$ cat src/rtl/alu_pkg.sv
// Shared ALU definitions: ALUCtrl operation codes, execution-unit FSM state
// encoding and a small classifier used by both the control decoder and the
// execution unit.
package alu_pkg;

  // ALUCtrl operation codes
  localparam logic [3:0] ALU_AND = 4'b0000;
  localparam logic [3:0] ALU_OR  = 4'b0001;
  localparam logic [3:0] ALU_ADD = 4'b0010;
  localparam logic [3:0] ALU_SUB = 4'b0110;
  localparam logic [3:0] ALU_SLT = 4'b0111;
  localparam logic [3:0] ALU_SLL = 4'b1000;
  localparam logic [3:0] ALU_SRL = 4'b1001;
  localparam logic [3:0] ALU_SRA = 4'b1010;

  // Execution-unit FSM state encoding
  localparam logic [1:0] ST_IDLE  = 2'd0;
  localparam logic [1:0] ST_SHIFT = 2'd1;
  localparam logic [1:0] ST_DONE  = 2'd2;

  typedef enum logic [1:0] {
    KIND_COMB  = 2'd0,
    KIND_SHIFT = 2'd1,
    KIND_UNDEF = 2'd2
  } alu_kind_e;

  // Classify an operation code: single-cycle, multi-cycle shift, or undefined.
  function automatic alu_kind_e alu_kind(input logic [3:0] code);
    alu_kind_e k;
    case (code)
      ALU_ADD, ALU_SUB, ALU_AND, ALU_OR, ALU_SLT: k = KIND_COMB;
      ALU_SLL, ALU_SRL, ALU_SRA:                  k = KIND_SHIFT;
      default:                                    k = KIND_UNDEF;
    endcase
    return k;
  endfunction

endpackage

$ cat src/rtl/alu_comb.sv
// Single-cycle ALU datapath: add, sub, and, or, signed set-less-than.
// Shift codes produce zero here (the parent sequences them); undefined codes
// produce zero and raise o_illegal.
module alu_comb
  import alu_pkg::*;
#(
  parameter int WIDTH = 32
) (
  input  logic [3:0]       i_ctrl,
  input  logic [WIDTH-1:0] i_op_a,
  input  logic [WIDTH-1:0] i_op_b,
  output logic [WIDTH-1:0] o_result,
  output logic             o_illegal
);

  logic signed [WIDTH-1:0] w_a_s;
  logic signed [WIDTH-1:0] w_b_s;
  logic                    w_lt;

  assign w_a_s = i_op_a;
  assign w_b_s = i_op_b;
  assign w_lt  = (w_a_s < w_b_s);

  // Operation select; add/sub wrap modulo 2^WIDTH by construction.
  always_comb begin
    o_result  = '0;
    o_illegal = 1'b0;
    case (i_ctrl)
      ALU_ADD: o_result = i_op_a + i_op_b;
      ALU_SUB: o_result = i_op_a - i_op_b;
      ALU_AND: o_result = i_op_a & i_op_b;
      ALU_OR:  o_result = i_op_a | i_op_b;
      ALU_SLT: o_result = {{(WIDTH-1){1'b0}}, w_lt};
      ALU_SLL, ALU_SRL, ALU_SRA: o_result = '0;
      default: o_illegal = 1'b1;
    endcase
  end

endmodule

$ cat src/rtl/alu_exec_unit.sv
// ALU execution unit with valid/ready handshake on both sides.
// Single-cycle ops complete on the accepting edge; shifts move the working
// register one bit per clock, the first bit being shifted on the accepting
// edge, so a k-bit shift presents its result k cycles after the request.
// The result register doubles as the shift working register.
module alu_exec_unit
  import alu_pkg::*;
#(
  parameter int WIDTH = 32
) (
  input  logic             clk,
  input  logic             rst_n,
  input  logic             in_valid,
  output logic             in_ready,
  input  logic [3:0]       ALUCtrl,
  input  logic [WIDTH-1:0] op_a,
  input  logic [WIDTH-1:0] op_b,
  output logic             out_valid,
  input  logic             out_ready,
  output logic [WIDTH-1:0] result,
  output logic             zero,
  output logic             illegal
);

  localparam int SHW = $clog2(WIDTH);

  logic [1:0]       r_state;
  logic [3:0]       r_op;
  logic [WIDTH-1:0] r_result;
  logic [SHW-1:0]   r_cnt;
  logic             r_illegal;

  logic             w_accept;
  logic [SHW-1:0]   w_shamt;
  logic [WIDTH-1:0] w_comb_result;
  logic             w_comb_illegal;

  // One-bit step of a shift, fill chosen by the operation.
  function automatic logic [WIDTH-1:0] shift_one(input logic [3:0] code,
                                                 input logic [WIDTH-1:0] v);
    logic [WIDTH-1:0] s;
    case (code)
      ALU_SLL: s = {v[WIDTH-2:0], 1'b0};
      ALU_SRL: s = {1'b0, v[WIDTH-1:1]};
      default: s = {v[WIDTH-1], v[WIDTH-1:1]};
    endcase
    return s;
  endfunction

  assign w_accept  = in_valid && (r_state == ST_IDLE);
  assign w_shamt   = op_b[SHW-1:0];
  assign in_ready  = (r_state == ST_IDLE);
  assign out_valid = (r_state == ST_DONE);
  assign result    = r_result;
  assign illegal   = r_illegal;
  assign zero      = (r_result == '0);

  alu_comb #(
    .WIDTH (WIDTH)
  ) u_alu_comb (
    .i_ctrl    (ALUCtrl),
    .i_op_a    (op_a),
    .i_op_b    (op_b),
    .o_result  (w_comb_result),
    .o_illegal (w_comb_illegal)
  );

  // Handshake FSM, shift sequencing and result/flag registers.
  always_ff @(posedge clk or negedge rst_n) begin
    if (!rst_n) begin
      r_state   <= ST_IDLE;
      r_op      <= '0;
      r_result  <= '0;
      r_cnt     <= '0;
      r_illegal <= 1'b0;
    end else begin
      case (r_state)
        ST_IDLE: begin
          if (w_accept) begin
            r_op <= ALUCtrl;
            if (alu_kind(ALUCtrl) == KIND_SHIFT) begin
              r_illegal <= 1'b0;
              if (w_shamt == '0) begin
                r_result <= op_a;
                r_state  <= ST_DONE;
              end else begin
                r_result <= shift_one(ALUCtrl, op_a);
                r_cnt    <= w_shamt - SHW'(1);
                r_state  <= (w_shamt == SHW'(1)) ? ST_DONE : ST_SHIFT;
              end
            end else begin
              r_result  <= w_comb_result;
              r_illegal <= w_comb_illegal;
              r_state   <= ST_DONE;
            end
          end
        end
        ST_SHIFT: begin
          r_result <= shift_one(r_op, r_result);
          r_cnt    <= r_cnt - SHW'(1);
          if (r_cnt == SHW'(1)) begin
            r_state <= ST_DONE;
          end
        end
        ST_DONE: begin
          if (out_ready) begin
            r_state <= ST_IDLE;
          end
        end
        default: r_state <= ST_IDLE;
      endcase
    end
  end

endmodule

$ cat config.mk
export PLATFORM = sky130hd
export DESIGN_NAME = alu_exec_unit
export DESIGN_NICKNAME = d
export VERILOG_FILES = /design/src/rtl/alu_pkg.sv /design/src/rtl/alu_comb.sv /design/src/rtl/alu_exec_unit.sv
export SDC_FILE = /design/constraint.sdc
export NUM_CORES = 1
export LEC_CHECK = 0
export CORE_MARGIN = 8
export CORE_UTILIZATION = 55
export CTS_CLUSTER_SIZE = 16
export DETAILED_ROUTE_END_ITERATION = 16
export PLACE_DENSITY = 0.8
export REMOVE_ABC_BUFFERS = 1
export SLEW_MARGIN = 20
export SYNTH_ARGS = -nofsm -noshare
export SYNTH_HDL_FRONTEND = slang
export SYNTH_SLANG_ARGS = --single-unit
$ cat constraint.sdc
create_clock -name clk -period 4.4 [get_ports clk]
set_input_delay 1.1 -clock clk [delete_from_list [all_inputs] [get_ports clk]]
set_output_delay 1.1 -clock clk [all_outputs]
set_load 0.02 [all_outputs]
# Yosys cells after proc, flatten, opt, wreduce, memory -nomap -nowiden
# Memory sizes are Yosys's and may differ from the RTL's.
# Cells that the tools add are included.
[op_classes]
n_addsub = 4
reduce_logical = 12
bitwise = 2
eq_ne = 20
muxes = 22
magnitude_cmp = 1
[ops]
columns = ["cell", "count"]
rows = [
  ["32-bit case mux with 2 select lines", 3],
  ["32-bit case mux with 5 select lines", 1],
  ["32-bit two-way mux", 3],
  ["32-bit adder", 1],
  ["32-bit AND", 1],
  ["32-bit zero test", 1],
  ["32-bit < comparator", 1],
  ["32-bit bitwise OR", 1],
  ["32-bit subtractor", 1],
  ["4-bit == test, second input constant", 5],
  ["2-bit two-way mux", 8],
  ["5-bit two-way mux", 3],
  ["5-bit by 1-bit == test with 1-bit output, second input constant", 2],
  ["5-bit case mux with 2 select lines", 1],
  ["5-bit by 1-bit subtractor with 5-bit output, second input constant", 2],
  ["4-bit by 3-bit == test with 1-bit output, second input constant", 2],
  ["8-bit OR reduction", 1],
  ["2-bit by 1-bit inequality test with 1-bit output, second input constant", 3],
  ["2-bit case mux with 3 select lines", 1],
  ["3-bit AND reduction", 2],
  ["5-bit zero test", 1],
  ["2-bit by 1-bit == test with 1-bit output, second input constant", 2],
  ["4-bit by 1-bit == test with 1-bit output, second input constant", 1],
  ["4-bit by 2-bit == test with 1-bit output, second input constant", 1],
  ["other kinds (10)", 13],
]
[totals]
out_inout_bits = 36
in_bits = 72
memories = 1
mem_bits_ro = 32
ff_bits = 44
[mem_list]
columns = ["memory", "words", "width", "rd", "rd_ports_with_merged_regs", "write_ports", "line_no", "text"]
rows = [
  ["(name not given)", 16, 2, 1, 0, 0, "alu_pkg.sv:30", "case (code)"],
]

# Longest topological paths before layout
# Gate-level depths: netlist of the first run.
[logic_depth]
word_depth = 8
ltp_mapped = 12
depth_no_buf = 12

# Hierarchy
# From an unflattened synthesis of the first run, not the netlist that was laid out.
[unflattened]
hier_cells = 1077
hier_area_um2 = 8220.4
[modules_own_cells]
columns = ["mod", "n_inst", "area_per_inst_um2", "cells_each"]
rows = [
  ["alu_comb", 1, 4807.1, 712],
  ["alu_exec_unit", 1, 3413.3, 365],
]

# Worst setup path after synthesis of the first run
# No wires, ideal clock.
[synth_path]
kind = "input-to-reg"
start = "input op_b[2]"
end = "register r_result[31], in the netlist result[31]"
path_buffers = 1
arrival_time_ps = 3565
cell_stages = 12
required_time_ps = 4269
path_slack_ps = 704
path_cell_list = "inv_1 ha_1 buf_2 inv_2 a211o_1 a221o_1 nor4_1 o21ai_1 a2111o_1 and4_1 o31ai_1 nand3_1"
[synth_between]
elab_chain_len = 5
[synth_lines]
columns = ["element", "line_no", "text"]
rows = [
  ["from (decl)", "alu_exec_unit.sv:17", "input logic [WIDTH-1:0] op_b,"],
  ["32-bit subtractor, or another cell as far along", "alu_comb.sv:30", "ALU_SUB: o_result = i_op_a - i_op_b;"],
  ["32-bit case mux with 5 select lines or 32-bit two-way mux (tied branches)", "alu_comb.sv:28, alu_exec_unit.sv:83", ""],
  ["32-bit two-way mux (*)", "alu_exec_unit.sv:81", "if (alu_kind(ALUCtrl) == KIND_SHIFT) begin"],
  ["32-bit two-way mux (*)", "alu_exec_unit.sv:79", "if (w_accept) begin"],
  ["32-bit case mux with 2 select lines (*)", "alu_exec_unit.sv:77", "case (r_state)"],
  ["to (signal assigned)", "alu_exec_unit.sv:84", "r_result <= op_a;"],
  ["to (signal assigned)", "alu_exec_unit.sv:87", "r_result <= shift_one(ALUCtrl, op_a);"],
  ["to (signal assigned)", "alu_exec_unit.sv:92", "r_result <= w_comb_result;"],
  ["to (decl)", "alu_exec_unit.sv:29", "logic [WIDTH-1:0] r_result;"],
]
# Every way passes the cells marked *; elsewhere a longest branch is shown, timed or not. The select of a mux whose other input is x is not followed.
# A chain may end at the register's enable or synchronous reset.

# Worst setup path after layout of the first run
[layout_path]
start = "input op_a[1]"
end = "register r_result[31], in the netlist result[31]"
[layout_between]
elab_chain_len = 5
[layout_lines]
columns = ["element", "line_no", "text"]
rows = [
  ["from (decl)", "alu_exec_unit.sv:16", "input logic [WIDTH-1:0] op_a,"],
  ["32-bit subtractor or 32-bit adder (tied branches)", "alu_comb.sv:30, alu_comb.sv:29", ""],
  ["32-bit case mux with 5 select lines (*)", "alu_comb.sv:28", "case (i_ctrl)"],
  ["32-bit two-way mux (*)", "alu_exec_unit.sv:81", ""],
  ["32-bit two-way mux (*)", "alu_exec_unit.sv:79", ""],
  ["32-bit case mux with 2 select lines (*)", "alu_exec_unit.sv:77", ""],
]
# Marked as above.

==> results of run 1 <==
[state kept, by name, indices dropped and copies added (netlist names)]
signal   flops
result      32
r_op         4
r_state      2
illegal      1
r_cnt        5
[cell families (layout without fill, tap and decap cells)]
logic type | count (synthesis) | count (layout) | share of synthesized area
xor gates and xnor gates | 28 | 28 | 0.03038
buffers and inverters | 179 | 329 | 0.08402
muxes | 23 | 23 | 0.02852
and+or+nand+nor | 379 | 379 | 0.2131
adders and majority gates | 117 | 117 | 0.1832
DFF | 44 | 44 | 0.1364
AOI/OAI and AO/OA | 395 | 395 | 0.3243
[cell usage in the layout (no fill, tap or decap), drive strengths merged, types with 6 or more instances in the layout]
master         count
nand2            150
ha               115
buf              112
a21oi            112
clkdlybuf4s50    106
inv              104
nor2              88
o21ai             76
dfrtp             44
nand3             31
nor4              27
nor3              25
xnor2             24
mux2i             23
o211ai            22
a31oi             22
a221oi            20
o31ai             19
o21bai            18
a21o              17
a311oi            10
a211oi            10
nor2b             10
and3               8
a2111oi            8
or2                8
o21a               7
nand4              6
o221ai             6
or3                6
clkbuf             6
[area by class of cell]
| type | count | area (µm²) |
|---|---|---|
| clock inverters | 1 | 5.005 |
| well taps | 184 | 230.2 |
| inverters | 104 | 390.4 |
| flip-flops and latches | 44 | 1101 |
| multi-input cells | 942 | 6315 |
| repair buffers | 218 | 1902 |
| clock buffers | 6 | 128.9 |
| fillers | 1284 | 4352 |
[worst min-delay path by stage]
stage | to | slack, ps | cells after the start
floorplan | r_op[1]$_DFFE_PN0P_ | 450 | 2
global placement | illegal$_DFFE_PN0P_ | 460 | 1
detailed placement | r_op[1]$_DFFE_PN0P_ | 480 | 2
CTS | r_op[1]$_DFFE_PN0P_ | 490 | 2
global route | illegal$_DFFE_PN0P_ | 520 | 1
finish | illegal$_DFFE_PN0P_ | 490 | 1
[where the power goes]
group	internal, mW	leakage [nW]	switching (mW)
Sequential	0.599	0.544	0.285
Clock	0.208	0.0667	0.182
Combinational	1.06	4.04	1.50
Total	1.86	4.65	1.96
[layer usage]
layer  track usage  vias up  wire, µm
li1              -     4492         -
met1        0.4607     4596     13370
met2        0.5099      612     13940
met3       0.06351       78      3477
met4        0.1123        0       896
met5             0        -         0
[worst max-delay path: cells and delay by family]
family	cells	cell delay, ps
buf+inv	2	670
compound gates	5	1560
fa+ha+maj	1	330
simple gates	4	690
==> results.sh, run 1 <==
export IMPL_path_cells="clkdlybuf4s50_1, inv_1, ha_1, nor3_1, a211o_1, a221o_1, nor4_1, o21ai_1, a2111o_1, and4_1, o31ai_1, nand3_1"
export IMPL_portBuffers=107
export IMPL_synth_top_area_share=0.1783
export IMPL_crit_type="primary input to flip-flop"
export IMPL_path_clk_slew_ps=70
export IMPL_antenna_found_initial=0
export IMPL_layout_drive_gt1_share=0.1027
export IMPL_synth_area_um2=8071
export IMPL_power_mw=3.825
export IMPL_fp_dieH_um=137.1
export IMPL_postCtsSetupBuffers=0
export IMPL_finalWirelength_um=31680
export IMPL_cp_startpoint="op_a[1]"
export IMPL_grt_pass1_wl_um=49890
export IMPL_grtUsageTotal=0.3342
export IMPL_wl_per_cell_um=21.13
export IMPL_synthCells=1165
export IMPL_ys_flop_type="dfrtp_1"
export IMPL_dp_slack_ps=-70.27
export IMPL_setup_tns_ps=0
export IMPL_yosys_warnings=0
export IMPL_power_leakage_nw=4.654
export IMPL_place_gp_congestion=1.022
export IMPL_grt_max_degree=45
export IMPL_first_iter_violations=1253
export IMPL_hp_start="illegal$_DFFE_PN0P_"
export IMPL_r2r_start="r_state[1]$_DFFE_PN0P_"
export IMPL_fp_row_count=44
export IMPL_clkSinkCount=44
export IMPL_post_cts_resized=0
export IMPL_via_per_inst=6.523
export IMPL_synthTopCellsByCount="nand2_1 (150), ha_1 (115), a21oi_1 (111)"
export IMPL_cp_endpoint="result[31]$_DFFE_PN0P_"
export IMPL_finalNonFillerCells=1499
export IMPL_hold_path_class="flip-flop to flip-flop"
export IMPL_post_route_util=0.6983
export IMPL_fin_area_um2=10070
export IMPL_outcome="finished clean"
export IMPL_reg2reg_slack_ps=1700
export IMPL_fin_skew_ps=4.497
export IMPL_fp_dieW_um=137.1
export IMPL_slowest_delay_ps=560
export IMPL_place_inst=1492
export IMPL_die_area_um2=18810
export IMPL_p_per_area_nw_per_um2=379.8
export IMPL_ys_ff_latch=44
export IMPL_reg2reg_depth=6
export IMPL_ant_nets=0
export IMPL_slew_viol_final=0
export IMPL_overflow=0
export IMPL_crit_fanout=4
export IMPL_dp_final_hpwl_um=24370
export IMPL_hold_worst_slack_ps=489.4
export IMPL_fin_ws_ps=214.2
export IMPL_yosysSeqAreaShare=0.1364
export IMPL_routed_via_count=9778
export IMPL_cts_made_buffers=5
export IMPL_fin_crit_sh=0.9513
export IMPL_ys_types=71
export IMPL_synth_edf_count=0
export IMPL_cts_tree="built"
export IMPL_worst_slew_pin_slew_ps=863.5
export IMPL_finalCriticalPeriod_ps=4186
export IMPL_final_hold_violation_count=0
export IMPL_io_pins=108
export IMPL_reg2reg_to="result[21]$_DFFE_PN0P_"
export IMPL_diodes=0
export IMPL_area_delta_synth_final_pct=24.79
export IMPL_finalNetCount=1504
export IMPL_clockBufferDepth=2
export IMPL_htreeDepth=2
export IMPL_core_area_um2=14420
export IMPL_initial_utilization=0.5596
export IMPL_setup_viol=0
export IMPL_slew_headroom=0.4095
export IMPL_crit_path_end_kind="flip-flop"
export IMPL_synth_top_cell_by_area="ha_1"
export IMPL_clk_latency_ps=300
export IMPL_cts_root_buf="clkbuf_16"
export IMPL_rsz0062_at_grt="false"
export IMPL_peakVddDrop_mv=0.2596
export IMPL_drtPass1Iterations=5
export IMPL_avgSynthCellArea_um2=6.928
export IMPL_max_cap_violations=0
export IMPL_post_dp_cell_area_um2=9936
export IMPL_drc=0
export IMPL_fmax_ghz=0.2389
export IMPL_yosysMostFrequentCell="nand2_1"
export IMPL_hold_buffers=0
export IMPL_cp_start_kind="primary input"
export IMPL_critical_path_arrival_ps=4370
export IMPL_grt_pass1_vias=9130
export IMPL_synth_async_reset_ratio=1.000
export IMPL_cp_required_ps=4580
export IMPL_synth_area_leaders="ha_1 (18%), dfrtp_1 (14%), nand2_1 (7.0%)"
export IMPL_slowest_stage="clkdlybuf4s50_1"
Power figures use the tool's default switching activity.
==> inputs of run 2 (changes only) <==
--- a/config.mk
+++ b/config.mk
@@ -5,7 +5,8 @@
 export SDC_FILE = /design/constraint.sdc
 export NUM_CORES = 1
 export LEC_CHECK = 0
-export CORE_MARGIN = 8
+export ABC_CLOCK_PERIOD_IN_PS = 4400
+export CORE_MARGIN = 4
 export CORE_UTILIZATION = 55
 export CTS_CLUSTER_SIZE = 16
 export DETAILED_ROUTE_END_ITERATION = 16
==> results.sh, run 2 (synthesis results as in run 1) <==
export IMPL_hold_path_class="flip-flop to flip-flop"
export IMPL_setup_tns_ps=0
export IMPL_fp_row_count=44
export IMPL_slew_viol_final=0
export IMPL_outcome="finished clean"
export IMPL_finalWirelength_um=30120
export IMPL_cts_root_buf="clkbuf_16"
export IMPL_cp_required_ps=4580
export IMPL_fin_skew_ps=10.20
export IMPL_fin_ws_ps=204.5
export IMPL_clkSinkCount=44
export IMPL_layout_drive_gt1_share=0.09870
export IMPL_clk_latency_ps=310
export IMPL_fp_dieH_um=129.1
export IMPL_critical_path_arrival_ps=4380
export IMPL_crit_fanout=5
export IMPL_met1_usage=0.4729
export IMPL_register_area_um2=1101
export IMPL_layout_common_cells="nand2_1 (150), ha_1 (115), a21oi_1 (111)"
export IMPL_cp_start_kind="primary input"
export IMPL_slew_headroom=0.4020
export IMPL_met3_usage=0.09275
export IMPL_multiInputGateArea_um2=6321
export IMPL_via_per_inst=6.490
export IMPL_grt_pass1_wl_um=47060
export IMPL_place_gp_congestion=1.063
export IMPL_power_leakage_nw=4.639
export IMPL_peakVddDrop_mv=0.2540
export IMPL_rsz0062_at_grt="false"
export IMPL_io_pins=108
export IMPL_met2_usage=0.5323
export IMPL_final_common_cell="nand2_1"
export IMPL_first_iter_violations=1260
export IMPL_fillerInstances=1314
export IMPL_dp_slack_ps=-53.56
export IMPL_drtPass1Iterations=6
export IMPL_busiest_layer="met2"
export IMPL_max_cap_violations=0
export IMPL_portBuffers=107
export IMPL_slowest_delay_ps=630
export IMPL_cts_made_buffers=5
export IMPL_path_cells="clkdlybuf4s50_1, inv_1, ha_1, inv_2, or4_1, a2111oi_4, o21ai_1, a21oi_2, a21boi_1, and4_1, o31ai_1, nand3_1"
export IMPL_crit_path_end_kind="flip-flop"
export IMPL_slowest_stage="or4_1"
export IMPL_fp_dieW_um=129.1
export IMPL_p_per_area_nw_per_um2=384.9
export IMPL_crit_type="primary input to flip-flop"
export IMPL_diodes=0
export IMPL_drc=0
export IMPL_clockBufferDepth=2
export IMPL_grtUsageTotal=0.3532
export IMPL_finalCriticalPeriod_ps=4196
export IMPL_htreeDepth=2
export IMPL_wl_per_cell_um=20.20
export IMPL_grt_max_degree=45
export IMPL_setup_viol=0
export IMPL_final_hold_violation_count=0
export IMPL_fmax_ghz=0.2384
export IMPL_routed_via_count=9676
export IMPL_fin_crit_sh=0.9535
export IMPL_antenna_found_initial=0
export IMPL_initial_utilization=0.5575
export IMPL_dp_final_hpwl_um=22930
export IMPL_ant_nets=0
export IMPL_path_clk_slew_ps=70
export IMPL_largest_register_ffs=32
export IMPL_worst_slew_pin_slew_ps=896.0
export IMPL_area_delta_synth_final_pct=24.76
export IMPL_core_area_um2=14480
export IMPL_die_area_um2=16680
export IMPL_cts_tree="built"
export IMPL_overflow=0
export IMPL_grt_pass1_vias=9018
export IMPL_finalNetCount=1495
## run 2: cell count changes in the layout (fill, tap and decap cells not counted)
cell | previous run | this run
buf_12 | 0 | 2
clkbuf_1 | 1 | 0
clkinvlp_4 | 0 | 1
a2111oi_2 | 0 | 1
a2111oi_0 | 7 | 6
buf_4 | 112 | 101
bufinv_16 | 0 | 1
## run 2: worst paths after layout
path,from,endpoint,slack (ps),cells past startpoint
setup / recovery,op_b[2],result[31]$_DFFE_PN0P_,200,12
hold / removal,illegal$_DFFE_PN0P_,illegal$_DFFE_PN0P_,480,1
setup reg to reg,r_state[0]$_DFFE_PN0P_,result[17]$_DFFE_PN0P_,1890,9
hold reg to reg,illegal$_DFFE_PN0P_,illegal$_DFFE_PN0P_,480,1
max in group asynchronous,rst_n,result[22]$_DFFE_PN0P_,3160,1
min in group asynchronous,rst_n,result[26]$_DFFE_PN0P_,810,1
## run 2: stage by stage
stage / power [mW] / area [µm²] / util / hold WS [ps] / instances
detailed placement: 3.345 / 9893 / 0.6833 / 465.0 / 1483
finish: 3.876 / 10070 / 0.6955 / 475.1 / 1491
global route: 4.139 / 10070 / 0.6955 / 509.0 / 1491
floorplan: 2.232 / 7784 / - / 446.4 / 1090
global placement: 3.303 / 9893 / 0.6833 / 462.6 / 1483
CTS: 3.810 / 10060 / 0.6949 / 480.6 / 1491
## run 2: report_power, final
group	internal [mW]	switching (mW)	total, mW
clock network	0.268	0.185	0.453
logic	1.05	1.48	2.53
registers	0.599	0.291	0.890
total	1.92	1.96	3.88
## run 2: final cells by class
cell class / instances / share of cell area
timing repair buffer: 209 / 0.1846
inverter: 104 / 0.03877
sequential: 44 / 0.1093
multi-input combinational: 942 / 0.6277
tap: 184 / 0.02286
clock inverter: 3 / 0.004225
clock buffer: 5 / 0.01243
## run 2: per-layer routing
layer | share of wire | up-vias
li1 | - | 4482
met1 | 0.41 | 4460
met2 | 0.43 | 618
met3 | 0.11 | 116
met4 | 0.045 | 0
met5 | 0 | -
## run 2: repair_timing
item / 4_1_cts / 5_1_grt
gates resized for setup: 0 / 2
hold buffers: 0 / 0
setup endpoints to repair: 0 / 1
buffers inserted: 0 / 0
## run 2: worst max-delay path: cells and delay by family
kind	cells	cell delay, ps
buffers and inverters	3	640
adders and majority gates	1	370
AOI/OAI and AO/OA	5	1280
and+or+nand+nor	3	980
